File: src/rtl/frame_buf_pkg.sv
// Shared types and default geometry for the frame buffer controller.
// Latency: n/a (declarations only).
// Backpressure: n/a.
package frame_buf_pkg;

    localparam int ADDR_W_DEF       = 15;
    localparam int DATA_W_DEF       = 8;
    localparam int FRAME_PIXELS_DEF = 96 * 96;

    typedef enum logic [1:0] {
        IDLE,
        WAIT_VS,
        CAPTURE,
        READY
    } fb_state_t;

endpackage

File: src/rtl/sync_edge_det.sv
// Two-flop synchronizer for an asynchronous level, with registered rise/fall pulses.
// Latency: an input transition shows up as a one-cycle pulse 3 cycles later.
// Backpressure: none; pulses are single-cycle and must be consumed when seen.
//
// Ports: i_Clk, i_Rst (sync, active-high), i_Async (raw level),
//        o_Rise / o_Fall (one-cycle pulses on the synchronized level).
module sync_edge_det (
    input  logic i_Clk,
    input  logic i_Rst,
    input  logic i_Async,
    output logic o_Rise,
    output logic o_Fall
);

    logic meta;
    logic sync;
    logic sync_d;

    always_ff @(posedge i_Clk) begin
        if (i_Rst) begin
            meta   <= 1'b0;
            sync   <= 1'b0;
            sync_d <= 1'b0;
            o_Rise <= 1'b0;
            o_Fall <= 1'b0;
        end else begin
            meta   <= i_Async;
            sync   <= meta;
            sync_d <= sync;
            o_Rise <= sync & ~sync_d;
            o_Fall <= ~sync & sync_d;
        end
    end

endmodule

File: src/rtl/frame_buffer_ctrl.sv
// Captures one camera frame into the single-port frame RAM, then hands the RAM to the reader.
// Latency: camera write -> RAM port 1 cycle; read request -> o_Rd_Valid 2+RD_LATENCY cycles.
// Backpressure: none; writes/reads outside their owning state are silently dropped.
//
// Ports: i_Clk/i_Rst (sync, active-high); i_Start/i_Continuous control arming;
//        i_VS raw vsync; i_Cam_* camera write port; i_Rd_En/i_Rd_Addr/i_Rd_Done reader;
//        o_RAM_* registered RAM port, i_RAM_Dout read data; o_Rd_Data/o_Rd_Valid read return;
//        o_Frame_Valid, o_Busy, o_Short_Frame, o_Frame_Count status.
module frame_buffer_ctrl
    import frame_buf_pkg::*;
#(
    parameter int ADDR_W       = ADDR_W_DEF,
    parameter int DATA_W       = DATA_W_DEF,
    parameter int FRAME_PIXELS = FRAME_PIXELS_DEF,
    parameter int RD_LATENCY   = 1
) (
    input  logic              i_Clk,
    input  logic              i_Rst,
    input  logic              i_Start,
    input  logic              i_Continuous,
    input  logic              i_VS,
    input  logic [ADDR_W-1:0] i_Cam_Addr,
    input  logic [DATA_W-1:0] i_Cam_Data,
    input  logic              i_Cam_WE,
    input  logic              i_Rd_En,
    input  logic [ADDR_W-1:0] i_Rd_Addr,
    input  logic              i_Rd_Done,
    output logic [ADDR_W-1:0] o_RAM_Addr,
    output logic [DATA_W-1:0] o_RAM_Din,
    output logic              o_RAM_WE,
    input  logic [DATA_W-1:0] i_RAM_Dout,
    output logic [DATA_W-1:0] o_Rd_Data,
    output logic              o_Rd_Valid,
    output logic              o_Frame_Valid,
    output logic              o_Busy,
    output logic              o_Short_Frame,
    output logic [7:0]        o_Frame_Count
);

    localparam int                CNT_W    = $clog2(FRAME_PIXELS + 1);
    localparam logic [CNT_W-1:0]  LAST_CNT = CNT_W'(FRAME_PIXELS - 1);
    localparam logic [CNT_W-1:0]  CNT_ONE  = CNT_W'(1);
    // One extra bit so the limit itself is representable for any ADDR_W.
    localparam logic [ADDR_W:0]   ADDR_LIM = (ADDR_W + 1)'(FRAME_PIXELS);

    fb_state_t          state;
    logic [CNT_W-1:0]   wr_cnt;
    logic               vs_rise;
    logic               vs_fall;
    logic               cam_acc;
    logic               rd_acc;
    // Valid tag travelling alongside the RAM read; last stage feeds o_Rd_Valid.
    logic [RD_LATENCY:0] rd_pipe;

    sync_edge_det u_vs_sync (
        .i_Clk   (i_Clk),
        .i_Rst   (i_Rst),
        .i_Async (i_VS),
        .o_Rise  (vs_rise),
        .o_Fall  (vs_fall)
    );

    assign cam_acc = (state == CAPTURE) && i_Cam_WE && ({1'b0, i_Cam_Addr} < ADDR_LIM);
    assign rd_acc  = (state == READY) && i_Rd_En;

    always_ff @(posedge i_Clk) begin
        if (i_Rst) begin
            state         <= IDLE;
            wr_cnt        <= '0;
            o_Frame_Valid <= 1'b0;
            o_Busy        <= 1'b0;
            o_Short_Frame <= 1'b0;
            o_Frame_Count <= 8'd0;
        end else begin
            unique case (state)
                IDLE: begin
                    if (i_Start) begin
                        state         <= WAIT_VS;
                        o_Busy        <= 1'b1;
                        o_Short_Frame <= 1'b0;
                    end
                end
                WAIT_VS: begin
                    if (vs_fall) begin
                        state  <= CAPTURE;
                        wr_cnt <= '0;
                    end
                end
                CAPTURE: begin
                    // Completion wins over a coincident vsync rise: the frame is whole.
                    if (cam_acc && (wr_cnt == LAST_CNT)) begin
                        state         <= READY;
                        wr_cnt        <= wr_cnt + CNT_ONE;
                        o_Frame_Valid <= 1'b1;
                        o_Frame_Count <= o_Frame_Count + 8'd1;
                    end else begin
                        if (cam_acc) begin
                            wr_cnt <= wr_cnt + CNT_ONE;
                        end
                        if (vs_rise) begin
                            state         <= WAIT_VS;
                            o_Short_Frame <= 1'b1;
                        end
                    end
                end
                READY: begin
                    if (i_Rd_Done) begin
                        state         <= i_Continuous ? WAIT_VS : IDLE;
                        o_Frame_Valid <= 1'b0;
                        o_Busy        <= i_Continuous;
                    end
                end
                default: begin
                    state <= IDLE;
                end
            endcase
        end
    end

    // RAM port mux and read-return pipeline. A read accepted alongside
    // i_Rd_Done still drains through rd_pipe after the RAM is released.
    always_ff @(posedge i_Clk) begin
        if (i_Rst) begin
            o_RAM_Addr <= '0;
            o_RAM_Din  <= '0;
            o_RAM_WE   <= 1'b0;
            rd_pipe    <= '0;
            o_Rd_Data  <= '0;
            o_Rd_Valid <= 1'b0;
        end else begin
            o_RAM_WE <= cam_acc;
            if (cam_acc) begin
                o_RAM_Addr <= i_Cam_Addr;
                o_RAM_Din  <= i_Cam_Data;
            end else if (rd_acc) begin
                o_RAM_Addr <= i_Rd_Addr;
            end
            if (RD_LATENCY > 0) begin
                rd_pipe <= {rd_pipe[RD_LATENCY-1:0], rd_acc};
            end else begin
                rd_pipe <= rd_acc;
            end
            o_Rd_Valid <= rd_pipe[RD_LATENCY];
            if (rd_pipe[RD_LATENCY]) begin
                o_Rd_Data <= i_RAM_Dout;
            end
        end
    end

endmodule

File: config.mk
export PLATFORM = sky130hd
export DESIGN_NAME = frame_buffer_ctrl
export DESIGN_NICKNAME = d
export VERILOG_FILES = /design/src/rtl/frame_buf_pkg.sv /design/src/rtl/sync_edge_det.sv /design/src/rtl/frame_buffer_ctrl.sv
export SDC_FILE = /design/constraint.sdc
export NUM_CORES = 1
export LEC_CHECK = 0
export ABC_CLOCK_PERIOD_IN_PS = 5100
export BUFFER_PORTS_ARGS = -buffer_cell sky130_fd_sc_hd__buf_2
export CAP_MARGIN = 20
export CORE_ASPECT_RATIO = 1.4
export CORE_MARGIN = 2
export CORE_UTILIZATION = 54
export DETAILED_ROUTE_END_ITERATION = 6
export PLACE_DENSITY = 0.95
export SLEW_MARGIN = 15
export SYNTH_ARGS = -nofsm -noshare
export SYNTH_HDL_FRONTEND = slang
export SYNTH_SLANG_ARGS = --single-unit
File: constraint.sdc
create_clock -name i_Clk -period 5.1 [get_ports i_Clk]
set_input_delay 0.255 -clock i_Clk [delete_from_list [all_inputs] [get_ports i_Clk]]
set_output_delay 0.255 -clock i_Clk [all_outputs]
set_load 0.01 [all_outputs]
==> flow_summary.json, run 1 <==
{
  "grtUsageMet2_pct": 43.3,
  "met3_usage_pct": 4.86,
  "vdd_drop_max_mv": 0.253,
  "syn-num-nets": 395,
  "r2r_cells": 4,
  "root_buffer": "clkbuf_8",
  "rows": 31,
  "dp_slack_ns": 2.97,
  "ctsLongestPathBuffers": 2,
  "synth_cell_type_count": 42,
  "antenna_left": 0,
  "htree_levels": 3,
  "cp_num_buf_inv": 0,
  "diodes": 0,
  "fmax_ghz": 0.450,
  "ctsHoldBuffers": 0,
  "min_period_ns": 2.22,
  "rsz0062_at_grt": "no",
  "cts_resized": 0,
  "hold_start": "i_VS",
  "worstPathMaxFanout": 21,
  "core_area_um2": 5160,
  "required_ns": 5.28,
  "seqPwrFrac_pct": 48.6,
  "synthesis.area_um2": 2880,
  "io_pins": 98,
  "drt_first_pass_iters": 5,
  "cp_slowest_cell": "ha_1",
  "crit_type": "reg2reg",
  "drt_wl_total_um": 7090,
  "syn_inst": 335,
  "fin_nets": 485,
  "p_sw_share_pct": 31.2,
  "antenna_found_initial": 0,
  "slew_violations": 0,
  "start_util_pct": 55.8,
  "combPwrFrac_pct": 20.2,
  "drtIter0Drc": 160,
  "r2r-start": "state[0]",
  "grt_pass1_wl_um": 11700,
  "clockPowerShare_pct": 31.2,
  "cap_violations": 0,
  "dp_hpwl_um": 4990,
  "setup_violations": 0,
  "clk_latency_ns": 0.34,
  "maxSlewHeadroom_pct": 37.8,
  "drive_gt1_share_pct": 28.2,
  "synth_edf_count": 0,
  "overflow": 0,
  "startpoint_type": "flop",
  "tns_ns": 0,
  "dieArea_um2": 5930,
  "worst_pin_slew_ns": 0.933,
  "syn_area_per_cell_um2": 8.59,
  "post-route-period-util_pct": 43.6,
  "clk_pin_slew_ns": 0.07,
  "hold_path.class": "in2reg",
  "cts_setup_buffers": 0,
  "finalWorstSetupSlack_ns": 2.88,
  "post-route-drc-count": 0,
  "synth_warnings": 0,
  "p_leak_nw": 1.48,
  "grt_max_degree": 56,
  "synthFlopType": "dfxtp_1",
  "top_usage_layer": "met2",
  "ys_ff_latch": 67,
  "total_power_mw": 1.17,
  "via_count": 2793,
  "place.gp.congestion": 0.857,
  "critical-path-max-stage-delay_ns": 0.66,
  "grt.met1_usage_pct": 28.8,
  "wl_per_cell_um": 14.3,
  "fp.dieW_um": 65.7,
  "grt_pass1_vias": 2664,
  "critPathTopFamily": "adder cells",
  "rr_endpoint": "o_RAM_Addr[14]",
  "cts_tree": "yes",
  "clkSinkCount": 67,
  "p_per_area_nw_per_um2": 330,
  "r2r_slack_ns": 2.88,
  "synthArstFlopShare_pct": 0,
  "outcome": "finished clean",
  "track_usage_pct": 25.1,
  "ys_seq_area_share_pct": 46.6,
  "cp-end-kind": "flop",
  "cts_made_buffers": 9,
  "vias_per_cell": 5.64,
  "p_sw_mw": 0.364,
  "path_cells": "ha_1 -> nand2_1 -> mux2i_1 -> nor3_1",
  "hold_end": "u_vs_sync.meta",
  "io_buffer_count": 97,
  "hold_viol_final": 0,
  "die_height_um": 90.4,
  "clock_skew_ns": 0.00874,
  "final_cell_mix": "97 x buf_2, 67 x dfxtp_1, 43 x nand2_1",
  "min_path_cells": 2,
  "area_growth_pct": 23.0,
  "hold_ws_ns": 0.125,
  "worstPathArrival_ns": 2.41,
  "layout_commonest_cell": "buf_2",
  "power.internal_mw": 0.804
}
## cell usage after synthesis, types with 2 or more instances
master	n	share of area, %
nor2_1	42	5.5
and3_1	3	0.65
nor4_1	8	1.7
ha_1	6	2.6
a22oi_1	2	0.52
or3_1	5	1.1
or2_2	2	0.43
nand4_2	2	0.87
a21oi_1	18	3.1
nand3_1	29	5.0
buf_1	5	0.65
nor2b_1	9	2.0
dfxtp_1	67	47
mux2i_1	10	3.5
a221oi_1	2	0.61
nand2_1	43	5.6
a311oi_1	15	4.6
xor2_1	3	0.91
nor3_1	6	1.0
clkbuf_1	13	1.7
xnor2_1	11	3.3
inv_1	7	0.91
o21ai_0	8	1.4
## power groups by stage
stage	combinational, mW	sequential, mW	clock (mW)
floorplan	0.149	0.583	0
global placement	0.221	0.577	0
detailed placement	0.232	0.579	0
CTS	0.235	0.568	0.369
global route	0.264	0.570	0.394
finish	0.236	0.568	0.364
## registers in the layout (all words and copies together), names as in the netlist
register          flops
u_vs_sync.o_Fall      1
o_Rd_Data             8
rd_pipe               2
o_RAM_WE              1
o_RAM_Addr           15
o_RAM_Din             8
u_vs_sync.sync_d      1
o_Busy                1
o_Rd_Valid            1
u_vs_sync.o_Rise      1
o_Frame_Count         8
o_Frame_Valid         1
state                 2
u_vs_sync.meta        1
wr_cnt               14
u_vs_sync.sync        1
o_Short_Frame         1
## cell families after synthesis
family / after synthesis / share of synthesized area (%)
AO/OA/AOI/OAI: 52 / 12.3
flip-flops: 67 / 46.6
buffers and inverters: 26 / 3.44
XOR/XNOR: 14 / 4.26
AND/OR/NAND/NOR: 159 / 26.9
multiplexers: 11 / 3.87
adder cells (fa/ha/maj): 6 / 2.61
## worst max path at each step
stage	endpoint	slack [ns]	cells after the start	startpoint
3_3_place_gp	o_RAM_Addr[14]	3.10	4	state[0]
4_1_cts	o_RAM_Addr[14]	2.91	4	state[0]
3_5_place_dp	o_RAM_Addr[14]	2.97	4	state[0]
6_report	o_RAM_Addr[14]	2.88	4	state[0]
2_1_floorplan	o_Frame_Count[6]	3.27	7	state[0]
5_1_grt	o_RAM_Addr[14]	2.70	4	state[0]
## cell type report
class	count	area, um^2
sequential	67	1340
clock inverter	5	31.3
clock buffer	10	128
inverter	7	26.3
tap	66	82.6
timing repair buffer	98	493
multi-input combinational	242	1440
fill	391	1620
## layer usage
metal,vias to the layer above,share of wire [%]
li1,1354,-
met1,1319,38
met2,107,54
met3,13,5.6
met4,0,1.8
met5,-,0
## stage by stage
step	cell area (um^2)	cells	utilization [%]
after floorplan	2880	335	-
after global placement	3380	480	65.5
after detailed placement	3380	480	65.5
final	3540	495	68.6
after CTS	3540	495	68.6
after global routing	3540	495	68.6
Power figures use the tool's default switching activity.
==> run 2, diff against run 1 <==
ABC_CLOCK_PERIOD_IN_PS = 1900   (was 5100)
CORE_UTILIZATION = 45   (was 54)
PLACE_DENSITY = 0.86   (was 0.95)
clock period = 1.9 ns   (was 5.1 ns; I/O delays follow)
==> run 2 against run 1 <==
  * The run now ends with negative setup slack left
  * Clock skew grew 0.00060 ns
  * Total power rose to 3.0 times the previous value
  * Die area rose by 19%
  * Utilization shrank 5.3 points
  * Clock-buffer cell count is 1 lower
  * Highest routed layer unchanged
==> flow_summary.json, run 2 (synthesis results as in run 1) <==
{
  "grt_pass1_vias": 2778,
  "combPwrFrac_pct": 23.8,
  "finalWorstSetupSlack_ns": -0.0138,
  "clockPowerShare_pct": 32.9,
  "vias_per_cell": 5.48,
  "total_power_mw": 3.52,
  "post-route-drc-count": 0,
  "startpoint_type": "flop",
  "drtIter0Drc": 143,
  "reg_top3": "o_RAM_Addr x15, wr_cnt x14",
  "clk_latency_ns": 0.35,
  "clk_pin_slew_ns": 0.07,
  "start_util_pct": 46.3,
  "fp.dieW_um": 71.6,
  "worstPathArrival_ns": 2.15,
  "layout_commonest_cell": "buf_2",
  "min_period_ns": 1.91,
  "cp-end-kind": "flop",
  "regMostFlops": "o_RAM_Addr",
  "cts_made_buffers": 9,
  "area_growth_pct": 36.7,
  "crit_type": "reg2reg",
  "drt_wl_total_um": 7870,
  "required_ns": 2.14,
  "drive_gt1_share_pct": 32.5,
  "root_buffer": "clkbuf_8",
  "antenna_left": 0,
  "hold_viol_final": 0,
  "post-route-period-util_pct": 101,
  "seqPwrFrac_pct": 43.3,
  "track_usage_pct": 21.7,
  "antenna_found_initial": 0,
  "ctsLongestPathBuffers": 2,
  "overflow": 0,
  "final_cell_mix": "97 x buf_2, 65 x dfxtp_1, 43 x nand2_1",
  "power.internal_mw": 2.44,
  "setup_violations": 1,
  "cap_violations": 0,
  "dieArea_um2": 7060,
  "slew_violations": 0,
  "p_sw_mw": 1.08,
  "p_leak_nw": 1.67,
  "core_area_um2": 6210,
  "outcome": "finished, violations left",
  "htree_levels": 3,
  "maxSlewHeadroom_pct": 64.7,
  "vdd_drop_max_mv": 0.440,
  "grt_max_degree": 52,
  "fmax_ghz": 0.523,
  "fillers": 513,
  "die_height_um": 98.6,
  "diodes": 0,
  "place.gp.congestion": 0.885,
  "wl_per_cell_um": 14.7,
  "via_count": 2943,
  "p_sw_share_pct": 30.8,
  "clock_skew_ns": 0.00934,
  "hold_ws_ns": 0.000605,
  "io_pins": 98,
  "cts_tree": "yes",
  "io_buffer_count": 97,
  "rows": 34,
  "failed_checks": "negative setup slack",
  "largest_reg_flops": 15,
  "fin_nets": 520,
  "worstPathMaxFanout": 11,
  "clkSinkCount": 67,
  "grt_pass1_wl_um": 12300,
  "p_per_area_nw_per_um2": 895,
  "worst_pin_slew_ns": 0.529,
  "drt_first_pass_iters": 4,
  "dp_hpwl_um": 5020,
  "hold_path.class": "in2reg"
}
## run 2: cell type report
cell class              instances  area, um^2  area share, %
clock inverters                 7        68.8           1.75
flip-flops and latches         67        1350           34.2
clock buffers                   9         124           3.15
inverters                       7        26.3          0.668
repair buffers                133         803           20.4
well taps                      72        90.1           2.29
multi-input cells             242        1470           37.5
## run 2: worst paths after layout
| check | startpoint | to | slack, ns | depth (start not counted) |
|---|---|---|---|---|
| setup / recovery | state[0] | wr_cnt[11] | -0.01 | 8 |
| hold / removal | i_RAM_Dout[1] | o_Rd_Data[1] | 0.0006 | 3 |
| setup reg to reg | state[0] | wr_cnt[11] | -0.01 | 8 |
| hold reg to reg | u_vs_sync.sync | u_vs_sync.o_Fall | 0.42 | 1 |
## run 2: repair_timing
| item | CTS | global route |
|---|---|---|
| endpoints found under the hold margin | 15 | 0 |
| pin swaps | 0 | 9 |
| endpoints found under the setup margin | 1 | 13 |
| buffers inserted | 0 | 5 |
| gates resized for setup | 1 | 10 |
| hold buffers | 14 | 0 |
## run 2: per-layer routing
layer	up-vias	global-route usage (%)	wire length, um
li1	1424	-	-
met1	1372	24.8	3030
met2	115	37.0	4130
met3	32	3.99	394
met4	0	13.1	328
met5	-	0	0
## run 2: stage by stage
step | TNS (ns) | instances | worst slack [ns] | utilization, % | instance area (um^2)
floorplan | 0 | 335 | 0.0735 | - | 2880
global placement | 0 | 502 | 0.112 | 56.7 | 3520
detailed placement | 0 | 502 | 0.0353 | 56.7 | 3520
CTS | 0 | 532 | 0.0269 | 62.1 | 3860
global route | -0.522 | 537 | -0.157 | 63.3 | 3930
finish | -0.0138 | 537 | -0.0138 | 63.3 | 3930
## run 2: worst max-delay path, stage by stage, from the launching register on
cell     delay (ns)
dfxtp_2        0.33
inv_2          0.05
buf_4          0.13
ha_1           0.32
nand3_1        0.11
buf_4          0.19
nor4_1         0.46
xnor2_1        0.17
nor2_1         0.05
## run 2: power groups by stage
stage,Clock [mW],Combinational [mW],Sequential [mW]
after CTS,1.17,0.750,1.51
after global placement,0,0.701,1.54
after floorplan,0,0.400,1.57
final,1.16,0.840,1.52
after detailed placement,0,0.721,1.54
after global routing,1.23,0.930,1.53
==> run 3, diff against run 2 <==
CELL_PAD_IN_SITES_DETAIL_PLACEMENT = 1   (was not set)
CELL_PAD_IN_SITES_GLOBAL_PLACEMENT = 2   (was not set)
CORE_UTILIZATION = 25   (was 45)
CTS_CLUSTER_SIZE = 25   (was not set)
PLACE_DENSITY = 0.84   (was 0.86)
==> run 3 against run 2 <==
  * The flow now finishes without violations
  * Sequential share of layout area is 1.1 points lower
  * Largest cell class unchanged
  * Fmax is 3.1% higher
  * Highest routed layer unchanged
  * First-iteration DRC count is 52% lower
  * Die area is 76% higher
  * Combinational power is 3.8% lower
  * Critical path type unchanged
  * Total power is 15% higher
  * Register-to-register slack better by 0.06 ns
==> flow_summary.json, run 3 (synthesis results as in run 1) <==
{
  "dp_hpwl_um": 6140,
  "placed_cell_area_um2": 3610,
  "maxSlewHeadroom_pct": 65.6,
  "grt_pass1_wl_um": 13700,
  "startpoint_type": "flop",
  "post-route-period-util_pct": 97.7,
  "finalWorstSetupSlack_ns": 0.0442,
  "required_ns": 2.16,
  "vdd_drop_max_mv": 0.504,
  "dieArea_um2": 12400,
  "final_cell_mix": "97 x buf_2, 65 x dfxtp_1, 43 x nand2_1",
  "cts_made_buffers": 9,
  "fp.dieW_um": 94.7,
  "regMostFlops": "o_RAM_Addr",
  "vias_per_cell": 4.80,
  "grt_max_degree": 38,
  "core_area_um2": 11300,
  "track_usage_pct": 14.0,
  "clk_pin_slew_ns": 0.06,
  "worstSetupEndpoint": "o_Frame_Count[6]",
  "drtIter0Drc": 68,
  "root_buffer": "clkbuf_16",
  "diodes": 0,
  "clk_latency_ns": 0.33,
  "htree_levels": 3,
  "slew_violations": 0,
  "rows": 46,
  "final_cells": 601,
  "drt_first_pass_iters": 4,
  "drive_gt1_share_pct": 33.7,
  "r2r_slack_ns": 0.04,
  "cap_violations": 0,
  "post-route-drc-count": 0,
  "r2r-start": "state[0]",
  "crit_type": "reg2reg",
  "ctsLongestPathBuffers": 2,
  "antenna_left": 0,
  "min_period_ns": 1.86,
  "rr_endpoint": "o_Frame_Count[6]",
  "grt_pass1_vias": 2894,
  "clkSinkCount": 67,
  "worstPathMaxFanout": 6,
  "fmax_ghz": 0.539,
  "antenna_found_initial": 0,
  "wl_per_cell_um": 14.2,
  "area_growth_pct": 41.1,
  "worstPathArrival_ns": 2.12,
  "fillers": 1398,
  "via_count": 2884,
  "cts_tree": "yes",
  "clock_skew_ns": 0.00445,
  "critical_path.startpoint": "state[0]",
  "place.gp.congestion": 0.772,
  "drt_wl_total_um": 8530,
  "outcome": "finished clean",
  "rsz0062_at_grt": "yes",
  "worst_pin_slew_ns": 0.516,
  "largest_reg_flops": 15,
  "p_per_area_nw_per_um2": 1000,
  "hold_path.class": "in2reg",
  "fin_area_um2": 4060,
  "hold_viol_final": 0,
  "overflow": 0,
  "tns_ns": 0,
  "p_leak_nw": 1.69,
  "io_pins": 98,
  "start_util_pct": 25.5,
  "r2r_cells": 7,
  "cp-end-kind": "flop",
  "fin_nets": 512,
  "die_height_um": 131,
  "total_power_mw": 4.06,
  "dp_cells": 574,
  "dp_slack_ns": -0.0195,
  "setup_violations": 0,
  "reg_top3": "o_RAM_Addr x15, wr_cnt x14",
  "io_buffer_count": 97,
  "layout_commonest_cell": "buf_2"
}
run 3: through the flow:
stage               hold slack (ns)  util, %
floorplan                     0.223        -
global placement              0.331     32.0
detailed placement            0.322     32.0
CTS                         0.00162     35.3
global route                 0.0200     36.0
finish                      0.00610     36.0
run 3: how the worst min path moves through the flow:
stage	from	end	slack, ns	cells past startpoint
CTS	i_Cam_Data[5]	o_RAM_Din[5]	0.002	3
global route	i_Cam_Data[4]	o_RAM_Din[4]	0.02	3
detailed placement	i_VS	u_vs_sync.meta	0.32	2
floorplan	i_VS	u_vs_sync.meta	0.22	1
global placement	i_VS	u_vs_sync.meta	0.33	2
finish	i_RAM_Dout[6]	o_Rd_Data[6]	0.006	3
run 3: final cells by class:
cell class | count | area [um^2] | share of cell area, %
well taps | 144 | 180 | 4.44
inverters | 7 | 26.3 | 0.648
clock inverters | 4 | 47.5 | 1.17
flip-flops and latches | 67 | 1350 | 33.2
repair buffers | 125 | 722 | 17.8
clock buffers | 12 | 267 | 6.57
multi-input cells | 242 | 1470 | 36.2
run 3: critical path, stage by stage, from the launching register on:
cell,delay [ns]
dfxtp_2,0.32
inv_2,0.08
ha_4,0.14
nand4b_1,0.16
nor4_4,0.40
nand4_2,0.19
or3_1,0.37
a21oi_2,0.13
run 3: per-layer routing:
layer  wire length (um)  vias up  track usage, %
met1               3280     1406            15.1
met2               4750       55            25.8
li1                   -     1411               -
met4                140        0            5.37
met3                355       12            4.01
met5                  0        -               0
run 3: power by group:
group          total (mW)  switching [mW]  leakage [nW]  internal, mW
clock network        1.72           0.603         0.155          1.12
logic               0.808           0.461         0.991         0.347
registers            1.53          0.0466         0.542          1.48
total                4.06            1.11          1.69          2.95
run 3: what timing repair did:
action,in CTS,in global routing
pin swaps,1,15
buffers inserted,2,5
hold endpoints to repair,4,0
hold buffers,4,0
resized for setup,1,12
setup endpoints to repair,11,12
